### src/rtl/seq_ops_pkg.sv
// Shared definitions for the sequential operator unit: opcodes, FSM states
// and the helper that decides which opcodes take the multi-cycle path.
package seq_ops_pkg;

   localparam logic [3:0] OP_ADD    = 4'd0;
   localparam logic [3:0] OP_SUB    = 4'd1;
   localparam logic [3:0] OP_MUL    = 4'd2;
   localparam logic [3:0] OP_DIV    = 4'd3;
   localparam logic [3:0] OP_REM    = 4'd4;
   localparam logic [3:0] OP_AND    = 4'd5;
   localparam logic [3:0] OP_OR     = 4'd6;
   localparam logic [3:0] OP_XOR    = 4'd7;
   localparam logic [3:0] OP_XNOR   = 4'd8;
   localparam logic [3:0] OP_SHL    = 4'd9;
   localparam logic [3:0] OP_SHR    = 4'd10;
   localparam logic [3:0] OP_EQ     = 4'd11;
   localparam logic [3:0] OP_LT     = 4'd12;
   localparam logic [3:0] OP_GTE    = 4'd13;
   localparam logic [3:0] OP_QMARK  = 4'd14;
   localparam logic [3:0] OP_REDUCE = 4'd15;

   typedef enum logic [1:0] {
      ST_IDLE = 2'd0,
      ST_BUSY = 2'd1,
      ST_DONE = 2'd2
   } state_t;

   // DIV/REM always iterate; MUL iterates only when the shift-add variant is selected.
   function automatic logic is_iterative(input logic [3:0] opc, input int mul_iter);
      return (opc == OP_DIV) || (opc == OP_REM) || ((opc == OP_MUL) && (mul_iter != 0));
   endfunction

endpackage

### src/rtl/seq_ops_divider.sv
// Restoring divider: loads on start, then produces one quotient bit per cycle
// for WIDTH cycles. A zero divisor yields all-ones quotient and remainder = dividend.
module seq_ops_divider #(
   parameter int WIDTH = 8
) (
   input  logic             clk,
   input  logic             rst_n,
   input  logic             start,
   input  logic [WIDTH-1:0] dividend,
   input  logic [WIDTH-1:0] divisor,
   output logic             done,
   output logic [WIDTH-1:0] quotient,
   output logic [WIDTH-1:0] remainder
);

   localparam int CW = $clog2(WIDTH + 1);

   logic [CW-1:0]    cnt;
   logic             busy;
   logic [WIDTH-1:0] div_q;
   logic [WIDTH:0]   shifted;
   logic             fits;

   // Partial remainder with the next dividend bit shifted in; compared one bit wider
   // so a remainder MSB of 1 is never mistaken for a borrow.
   always_comb begin
      shifted = {remainder, quotient[WIDTH-1]};
      fits    = shifted >= {1'b0, div_q};
   end

   // High during the final iteration cycle.
   assign done = busy && (cnt == CW'(1));

   always_ff @(posedge clk or negedge rst_n) begin
      if (!rst_n) begin
         cnt       <= '0;
         busy      <= 1'b0;
         div_q     <= '0;
         quotient  <= '0;
         remainder <= '0;
      end else if (start) begin
         cnt       <= CW'(WIDTH);
         busy      <= 1'b1;
         div_q     <= divisor;
         quotient  <= dividend;
         remainder <= '0;
      end else if (busy) begin
         remainder <= fits ? WIDTH'(shifted - {1'b0, div_q}) : shifted[WIDTH-1:0];
         quotient  <= (quotient << 1) | WIDTH'(fits);
         cnt       <= cnt - CW'(1);
         if (cnt == CW'(1)) busy <= 1'b0;
      end
   end

endmodule

### src/rtl/seq_ops_unit.sv
// Handshaked registered operator unit. Single-cycle ops finish on the accept edge;
// MUL (shift-add) and DIV/REM (shared divider) iterate for WIDTH cycles.
module seq_ops_unit
   import seq_ops_pkg::*;
#(
   parameter int WIDTH    = 8,
   parameter int MUL_ITER = 1
) (
   input  logic             clk,
   input  logic             rst_n,
   input  logic             in_valid,
   output logic             in_ready,
   input  logic [3:0]       op,
   input  logic [WIDTH-1:0] a,
   input  logic [WIDTH-1:0] b,
   input  logic [WIDTH-1:0] c,
   output logic             out_valid,
   input  logic             out_ready,
   output logic [WIDTH-1:0] result,
   output logic             div_by_zero
);

   localparam int CW = $clog2(WIDTH + 1);

   state_t           state, state_next;
   logic [CW-1:0]    count;
   logic [3:0]       op_q;
   logic             accept;
   logic             div_start, div_done;
   logic [WIDTH-1:0] div_quo, div_rem;
   logic [WIDTH-1:0] alu_res, alu_q;
   logic [WIDTH-1:0] mul_acc, mul_cand, mul_plier;
   logic [2:0]       reduce_bits;

   always_ff @(posedge clk or negedge rst_n) begin
      if (!rst_n) state <= ST_IDLE;
      else        state <= state_next;
   end

   always_comb begin
      state_next = state;
      in_ready   = 1'b0;
      out_valid  = 1'b0;
      accept     = 1'b0;
      case (state)
         ST_IDLE: begin
            in_ready = 1'b1;
            if (in_valid) begin
               accept     = 1'b1;
               state_next = is_iterative(op, MUL_ITER) ? ST_BUSY : ST_DONE;
            end
         end
         ST_BUSY: begin
            if ((op_q == OP_DIV) || (op_q == OP_REM)) begin
               if (div_done) state_next = ST_DONE;
            end else if (count == CW'(1)) begin
               state_next = ST_DONE;
            end
         end
         ST_DONE: begin
            out_valid = 1'b1;
            if (out_ready) state_next = ST_IDLE;
         end
         default: state_next = ST_IDLE;
      endcase
   end

   // Single-cycle datapath, evaluated on the raw inputs and captured at accept.
   always_comb begin
      reduce_bits = {^a, |a, &a};
      alu_res     = '0;
      case (op)
         OP_ADD:    alu_res = a + b;
         OP_SUB:    alu_res = a - b;
         OP_MUL:    alu_res = a * b;
         OP_AND:    alu_res = a & b;
         OP_OR:     alu_res = a | b;
         OP_XOR:    alu_res = a ^ b;
         OP_XNOR:   alu_res = ~(a ^ b);
         OP_SHL:    alu_res = a << b;
         OP_SHR:    alu_res = a >> b;
         OP_EQ:     alu_res = WIDTH'(a == b);
         OP_LT:     alu_res = WIDTH'(a < b);
         OP_GTE:    alu_res = WIDTH'(a >= b);
         OP_QMARK:  alu_res = (a != '0) ? b : c;
         OP_REDUCE: alu_res = WIDTH'(reduce_bits);
         default:   alu_res = '0;
      endcase
   end

   assign div_start = accept && ((op == OP_DIV) || (op == OP_REM));

   seq_ops_divider #(.WIDTH(WIDTH)) u_divider (
      .clk       (clk),
      .rst_n     (rst_n),
      .start     (div_start),
      .dividend  (a),
      .divisor   (b),
      .done      (div_done),
      .quotient  (div_quo),
      .remainder (div_rem)
   );

   always_ff @(posedge clk or negedge rst_n) begin
      if (!rst_n) begin
         count       <= '0;
         op_q        <= OP_ADD;
         alu_q       <= '0;
         div_by_zero <= 1'b0;
         mul_acc     <= '0;
         mul_cand    <= '0;
         mul_plier   <= '0;
      end else if (accept) begin
         count       <= CW'(WIDTH);
         op_q        <= op;
         alu_q       <= alu_res;
         div_by_zero <= ((op == OP_DIV) || (op == OP_REM)) && (b == '0);
         mul_acc     <= '0;
         mul_cand    <= a;
         mul_plier   <= b;
      end else if (state == ST_BUSY) begin
         // Shift-add step: product bits above WIDTH fall off the multiplicand.
         count     <= count - CW'(1);
         if (mul_plier[0]) mul_acc <= mul_acc + mul_cand;
         mul_cand  <= mul_cand << 1;
         mul_plier <= mul_plier >> 1;
      end
   end

   // Every source is a register that stays frozen outside BUSY/accept.
   always_comb begin
      if (op_q == OP_DIV)                         result = div_quo;
      else if (op_q == OP_REM)                    result = div_rem;
      else if ((op_q == OP_MUL) && (MUL_ITER != 0)) result = mul_acc;
      else                                        result = alu_q;
   end

endmodule

### config.mk
export PLATFORM = sky130hd
export DESIGN_NAME = seq_ops_unit
export DESIGN_NICKNAME = d
export VERILOG_FILES = /design/src/rtl/seq_ops_pkg.sv /design/src/rtl/seq_ops_divider.sv /design/src/rtl/seq_ops_unit.sv
export SDC_FILE = /design/constraint.sdc
export NUM_CORES = 1
export LEC_CHECK = 0
export CORE_MARGIN = 5
export CORE_UTILIZATION = 60
export CTS_CLUSTER_SIZE = 25
export DETAILED_ROUTE_END_ITERATION = 10
export PLACE_DENSITY_LB_ADDON = 0.15
export RECOVER_POWER = 25
export SYNTH_ARGS = -nofsm -noshare
export SYNTH_HDL_FRONTEND = slang
export SYNTH_SLANG_ARGS = --single-unit
### constraint.sdc
create_clock -name clk -period 3.8 [get_ports clk]
set_input_delay 0.76 -clock clk [delete_from_list [all_inputs] [get_ports clk]]
set_output_delay 0.76 -clock clk [all_outputs]
set_load 0.005 [all_outputs]
==> results of run 1 <==
## state kept, by name, summed over array words and instances, names as in the netlist
| signal | cells |
|---|---|
| u_divider.remainder | 8 |
| state | 2 |
| mul_acc | 8 |
| u_divider.div_q | 8 |
| alu_q | 8 |
| u_divider.quotient | 8 |
| u_divider.busy | 1 |
| u_divider.cnt | 4 |
| count | 4 |
| op_q | 4 |
| div_by_zero | 1 |
| mul_plier | 8 |
| mul_cand | 8 |
## per-layer routing
metal	vias to the layer above	global-route usage [%]	part of all wire, %
li1	3186	-	-
met1	3374	42.5	40
met2	401	52.5	47
met3	84	5.73	8.4
met4	0	18.3	5.2
met5	-	0	0
## through the flow
stage / worst slack, ns / cell area [sq um] / power [uW]
floorplan: -0.218 / 7270 / 3230
global placement: -1.01 / 8110 / 3980
detailed placement: -1.06 / 8110 / 4120
CTS: -0.120 / 8570 / 5160
global route: -0.225 / 8650 / 5630
finish: -0.158 / 8650 / 5240
## logic make-up after synthesis
logic type | count (synthesis) | synth area share [%]
xor gates and xnor gates | 35 | 4.30
AOI/OAI and AO/OA | 227 | 21.6
muxes | 35 | 6.78
buffers and inverters | 122 | 7.75
adders and majority gates | 83 | 16.3
and+or+nand+nor | 270 | 18.0
DFF | 72 | 25.3
## Yosys cell counts (all sizes together) (5+ instances only)
library cell	instances
a22oi	27
nand4	7
o21ai	68
nor4	7
a32oi	5
dfrtp	72
o22ai	6
nand2	113
a2111oi	5
mux2i	25
a21o	6
inv	68
nor3	16
nand2b	7
and3	9
mux4	9
nor2	72
nor2b	9
nor3b	10
ha	67
xor2	10
nand3	11
a31oi	8
fa	16
clkbuf	23
xnor2	25
a211oi	7
o221ai	8
a21oi	38
buf	29
## timing repair
item / CTS / global route
resized for setup: 67 / 20
pin swaps: 28 / 16
setup buffers: 5 / 3
hold buffers: 0 / 0
endpoints found under the setup margin: 5 / 4
## power breakdown
part / switching, uW / total, uW / internal (uW)
Sequential: 316 / 1430 / 1120
Clock: 311 / 986 / 675
Combinational: 1520 / 2830 / 1300
## area by class of cell
type	instances	area, sq um	area share, %
Clock buffer	11	253	2.92
Clock inverter	5	103	1.19
Inverter	70	295	3.41
Multi-Input combinational cell	650	4960	57.3
Sequential cell	72	1800	20.8
Tap cell	143	179	2.07
Timing Repair Buffer	127	1060	12.2
## worst max-delay path: stages
cell and delay (ns):
buf_6 0.10, buf_6 0.12, inv_6 0.05, buf_4 0.14, nor2_4 0.05, fa_1 0.53
ha_4 0.30, inv_2 0.04, fa_1 0.54, inv_2 0.05, fa_2 0.33, a21o_1 0.22
a21oi_4 0.15, xnor2_2 0.13, xnor2_1 0.14, buf_4 0.15, o221ai_2 0.09, o31a_1 0.28
## worst min-delay path by stage
stage	to	slack, ns	from	cells after the start
6_report	mul_plier[2]$_DFFE_PN0P_	0.48	mul_plier[2]$_DFFE_PN0P_	2
5_1_grt	mul_plier[6]$_DFFE_PN0P_	0.51	mul_plier[6]$_DFFE_PN0P_	2
4_1_cts	mul_plier[2]$_DFFE_PN0P_	0.48	mul_plier[2]$_DFFE_PN0P_	2
3_5_place_dp	mul_plier[2]$_DFFE_PN0P_	0.47	mul_plier[2]$_DFFE_PN0P_	2
3_3_place_gp	mul_plier[3]$_DFFE_PN0P_	0.46	mul_plier[3]$_DFFE_PN0P_	2
2_1_floorplan	mul_plier[1]$_DFFE_PN0P_	0.45	mul_plier[1]$_DFFE_PN0P_	2
==> impl_metrics.toml, run 1 <==
[power]
irDropWorstVdd_uv = 276
powerDensity_mw_per_mm2 = 606
p_leak_uw = 0.00391

[setup_path]
crit_type = "in -> reg"
cp_max_fo = 4
end_kind = "flop"
cp.required_ns = 4.01
rrSetupSlack_ns = 1.41
crit_end = "alu_q[7]$_DFFE_PN0P_"
reg2reg_depth = 8
crit-reg2reg-launch = "u_divider.remainder[0]$_DFFE_PN0P_"
setup.worst_path.start_class = "input port"
worstPathArrival_ns = 4.17
r2r-end = "u_divider.remainder[7]$_DFFE_PN0P_"
critPathLaunch = "a[3]"

[grt]
grt_pass1_wl_mm = 37.1
grt_max_degree = 73
grt_overflow = 0
grt_pass1_vias = 7027
grt_util_all_layers_pct = 32.9
antenna_found_initial = 0

[logic_synthesis]
synth_top_area_share_pct = 25.3
async_flop_share_pct = 100
synth_largest_area_cell = "dfrtp_1"
netlist_top_cells_area = "dfrtp_1, ha_1, nand2_1"
ys_ff_latch = 72
synth.net_count = 959
syn_area_sq_mm = 0.00712
seq_area_frac_synth_pct = 25.3
post_synth_num_cell_types = 77
synth_edf_count = 0
syn_avg_cell_area_sq_um = 8.44
syn_inst = 844
ys_warn_count = 0
ys_dominant_reg_cell = "dfrtp_1"

[timing]
rsz0062_at_grt = "yes"
setup_violations = 1
hold_viol_final = 0
worst_slew_pin_slew_ns = 1.77
setup-tns-final_ns = -0.158
hold_ws_ns = 0.481
fmax_mhz = 253
setup_ws_ns = -0.158
period_needed_ns = 3.96
skew_ns = 0.00578
drv_slew = 73
slew_headroom_pct = -17.9
fin_crit_sh_pct = 104

[clocking]
cts.path.max_buffers = 2
clock-sinks = 72
cts-root-buf = "clkbuf_16"
numCtsBuffers = 9
cts_tree = "yes"
cts_max_level = 3
clock_latency_ns = 0.33
cts.reportedPaths.clkPinSlew_ns = 0.06

[status]
status = "finished with violations"
violations = "capacitance limit, slew limit, setup timing"

[placed_design]
placed_cells = 1054
routabilityCongestion = 1.03
dp_hpwl_mm = 17.5
port-buffer-count = 42

[cells_and_area]
drive_above_1_share_pct = 19.6
area_growth_syn_to_layout_pct = 21.5
layout_commonest_cell = "nand2_1"
num-fill-cells = 830
fin_util_pct = 75.1
layout_common_cells = "nand2_1, buf_4, dfrtp_1"
nNetsFinal = 1045
fin_cells = 1078
insertedDiodeCount = 0

[routing]
vias = 7045
antenna_left = 0
drt_wl_total_mm = 23.3
wl_per_cell_microns = 21.6
dr.pass1.iters = 6
drt_iter0_drc = 742
routed_via_density = 6.54
drc = 0

[die]
core_sq_mm = 0.0115
dieArea_sq_mm = 0.0141
dieHeight_microns = 119
rows = 39
ios = 43
start_util_pct = 61.8
die_w_microns = 119

[worst_hold_path]
hp-class = "reg -> reg"

[run]
drv_cap = 1
(Power assumes the default switching activity.)
==> run 2, diff against run 1 <==
--- a/config.mk
+++ b/config.mk
@@ -5,8 +5,9 @@
 export SDC_FILE = /design/constraint.sdc
 export NUM_CORES = 1
 export LEC_CHECK = 0
+export CAP_MARGIN = 25
 export CORE_MARGIN = 5
-export CORE_UTILIZATION = 60
+export CORE_UTILIZATION = 35
 export CTS_CLUSTER_SIZE = 25
 export DETAILED_ROUTE_END_ITERATION = 10
 export PLACE_DENSITY_LB_ADDON = 0.15
==> run 2 against run 1 <==
The run still ends with capacitance limit, slew limit, setup timing left. Non-clock buffer count rose by 5. Fmax is 2.8% higher. Register-to-register slack better by 0.06 ns. Clock power down 14%. Global-route usage fell by 12 points. Wire length increased by 6.9%. Total power decreased by 3.8%. Sequential power hardly changed. Highest routed layer unchanged.
==> impl_metrics.toml, run 2 (synthesis results as in run 1) <==
[status]
status = "finished with violations"
violations = "capacitance limit, slew limit, setup timing"

[setup_path]
setup.worst_path.start_class = "input port"
crit_type = "in -> reg"
cp_top_family = "adder cells"
cp_max_fo = 2
slowest_stage = "fa_2"
end_kind = "flop"
worstPathArrival_ns = 4.07
cp.required_ns = 4.02
cp_cell_sequence = "buf_6, buf_8, inv_6, nor2_4, fa_2, inv_2, fa_1, fa_1, fa_2, inv_2, ha_4, a21oi_4, xnor2_2, xnor2_2, o221ai_1, o31a_1"
crit_buf_inv = 5
cpPeakStageDelay_ns = 0.59

[cells_and_area]
final_area_sq_mm = 0.00880
nNetsFinal = 1050
area_growth_syn_to_layout_pct = 23.6
fin_util_pct = 43.8
drive_above_1_share_pct = 19.3
num-fill-cells = 2017
insertedDiodeCount = 0
layout_common_cells = "nand2_1, buf_4, dfrtp_1"
fin_cells = 1210
layout_commonest_cell = "nand2_1"

[clocking]
clock-sinks = 72
clock_latency_ns = 0.33
cts-root-buf = "clkbuf_16"
cts.reportedPaths.clkPinSlew_ns = 0.06
cts_max_level = 3
cts.path.max_buffers = 2
cts_tree = "yes"
postCtsHoldBufs = 0
numCtsBuffers = 9

[grt]
grt_pass1_wl_mm = 38.9
grt_max_degree = 73
antenna_found_initial = 0
grt_pass1_vias = 6822
grt_util_all_layers_pct = 21.0
grt_overflow = 0

[placed_design]
routabilityCongestion = 0.988
dpl_cell_area_sq_mm = 0.00834
port-buffer-count = 42
dp_hpwl_mm = 19.0
placed_cells = 1185

[power]
irDropWorstVdd_uv = 244
p_leak_uw = 0.00391
powerDensity_mw_per_mm2 = 573

[routing]
drt_iter0_drc = 538
drc = 0
wl_per_cell_microns = 20.6
antenna_left = 0
vias = 6723
drt_wl_total_mm = 24.9
routed_via_density = 5.56
dr.pass1.iters = 6

[timing]
worst_slew_pin_slew_ns = 1.76
skew_ns = 0.00813
fin_crit_sh_pct = 101
drv_slew = 70
hold_viol_final = 0
setup-tns-final_ns = -0.0486
period_needed_ns = 3.85
setup_ws_ns = -0.0486
slew_headroom_pct = -17.3
setup_violations = 1
rsz0062_at_grt = "yes"
fmax_mhz = 260

[die]
start_util_pct = 35.4
ios = 43
dieHeight_microns = 153
die_w_microns = 153
rows = 52
dieArea_sq_mm = 0.0233
core_sq_mm = 0.0201

[worst_hold_path]
hp-class = "in -> async"

[run]
drv_cap = 1
## run 2: cell types whose count changed in the layout (fill, tap and decap cells not counted), sizes merged
cell           before  now
buf                92   97
bufinv              3    1
clkdlybuf4s15       1    2
clkinv              3    5
dlymetal6s2s        1    0
## run 2: worst register-to-register path, delay by kind of cell (launching register included)
kind                       cells  cell delay [ns]
AOI/OAI and AO/OA              5             1.01
buffers and inverters          1             0.10
DFF                            1             0.39
adders and majority gates      1             0.24
muxes                          1             0.35
and+or+nand+nor                1             0.13
## run 2: final timing paths
kind | startpoint | endpoint | slack, ns | depth (start not counted)
min in group clk | mul_plier[1]$_DFFE_PN0P_ | mul_plier[1]$_DFFE_PN0P_ | 0.47 | 2
hold / removal | rst_n | u_divider.remainder[7]$_DFFE_PN0P_ | 0.25 | 1
max in group asynchronous | rst_n | mul_plier[1]$_DFFE_PN0P_ | 1.59 | 2
setup / recovery | a[3] | alu_q[7]$_DFFE_PN0P_ | -0.05 | 16
setup reg to reg | u_divider.div_q[1]$_DFFE_PN0P_ | u_divider.remainder[7]$_DFFE_PN0P_ | 1.47 | 9
hold reg to reg | mul_plier[1]$_DFFE_PN0P_ | mul_plier[1]$_DFFE_PN0P_ | 0.47 | 2
## run 2: final cells by class
| class | count | area [sq um] | share of cell area, % |
|---|---|---|---|
| repair buffers | 132 | 1140 | 13.0 |
| flip-flops and latches | 72 | 1800 | 20.5 |
| clock buffers | 11 | 243 | 2.76 |
| well taps | 270 | 338 | 3.84 |
| inverters | 70 | 293 | 3.33 |
| multi-input cells | 650 | 4930 | 56.0 |
| clock inverters | 5 | 56.3 | 0.640 |
## run 2: through the flow
step                hold slack [ns]  setup WS [ns]  total power (uW)
global route                  0.263         -0.131              5480
global placement              0.461          -1.10              4120
floorplan                     0.447         -0.218              3230
finish                        0.249        -0.0486              5050
CTS                           0.477        -0.0185              5030
detailed placement            0.463          -1.10              4150
## run 2: timing repair
item,4_1_cts,5_1_grt
pin swaps,22,13
setup buffers,8,0
endpoints found under the setup margin,5,2
hold endpoints to repair,0,0
resized for setup,75,8
## run 2: report_power, final
part,total (uW),switching (uW),internal [uW]
Sequential,1430,318,1120
Combinational,2760,1470,1290
Clock,852,327,525
## run 2: routing by layer
layer | part of all wire (%) | global-route usage (%) | wire [microns] | up-vias
li1 | - | - | - | 3183
met1 | 45 | 28.7 | 11200 | 3256
met5 | 0 | 0 | 0 | -
met3 | 5.3 | 3.29 | 1320 | 59
met4 | 3.9 | 7.98 | 978 | 0
met2 | 46 | 33.7 | 11300 | 225
==> run 3, diff against run 2 <==
--- a/config.mk
+++ b/config.mk
@@ -15,3 +15,4 @@
 export SYNTH_ARGS = -nofsm -noshare
 export SYNTH_HDL_FRONTEND = slang
 export SYNTH_SLANG_ARGS = --single-unit
+export TNS_END_PERCENT = 20
==> results of run 3 <==
Final layout, timing and power as in run 2 (identical DEF).
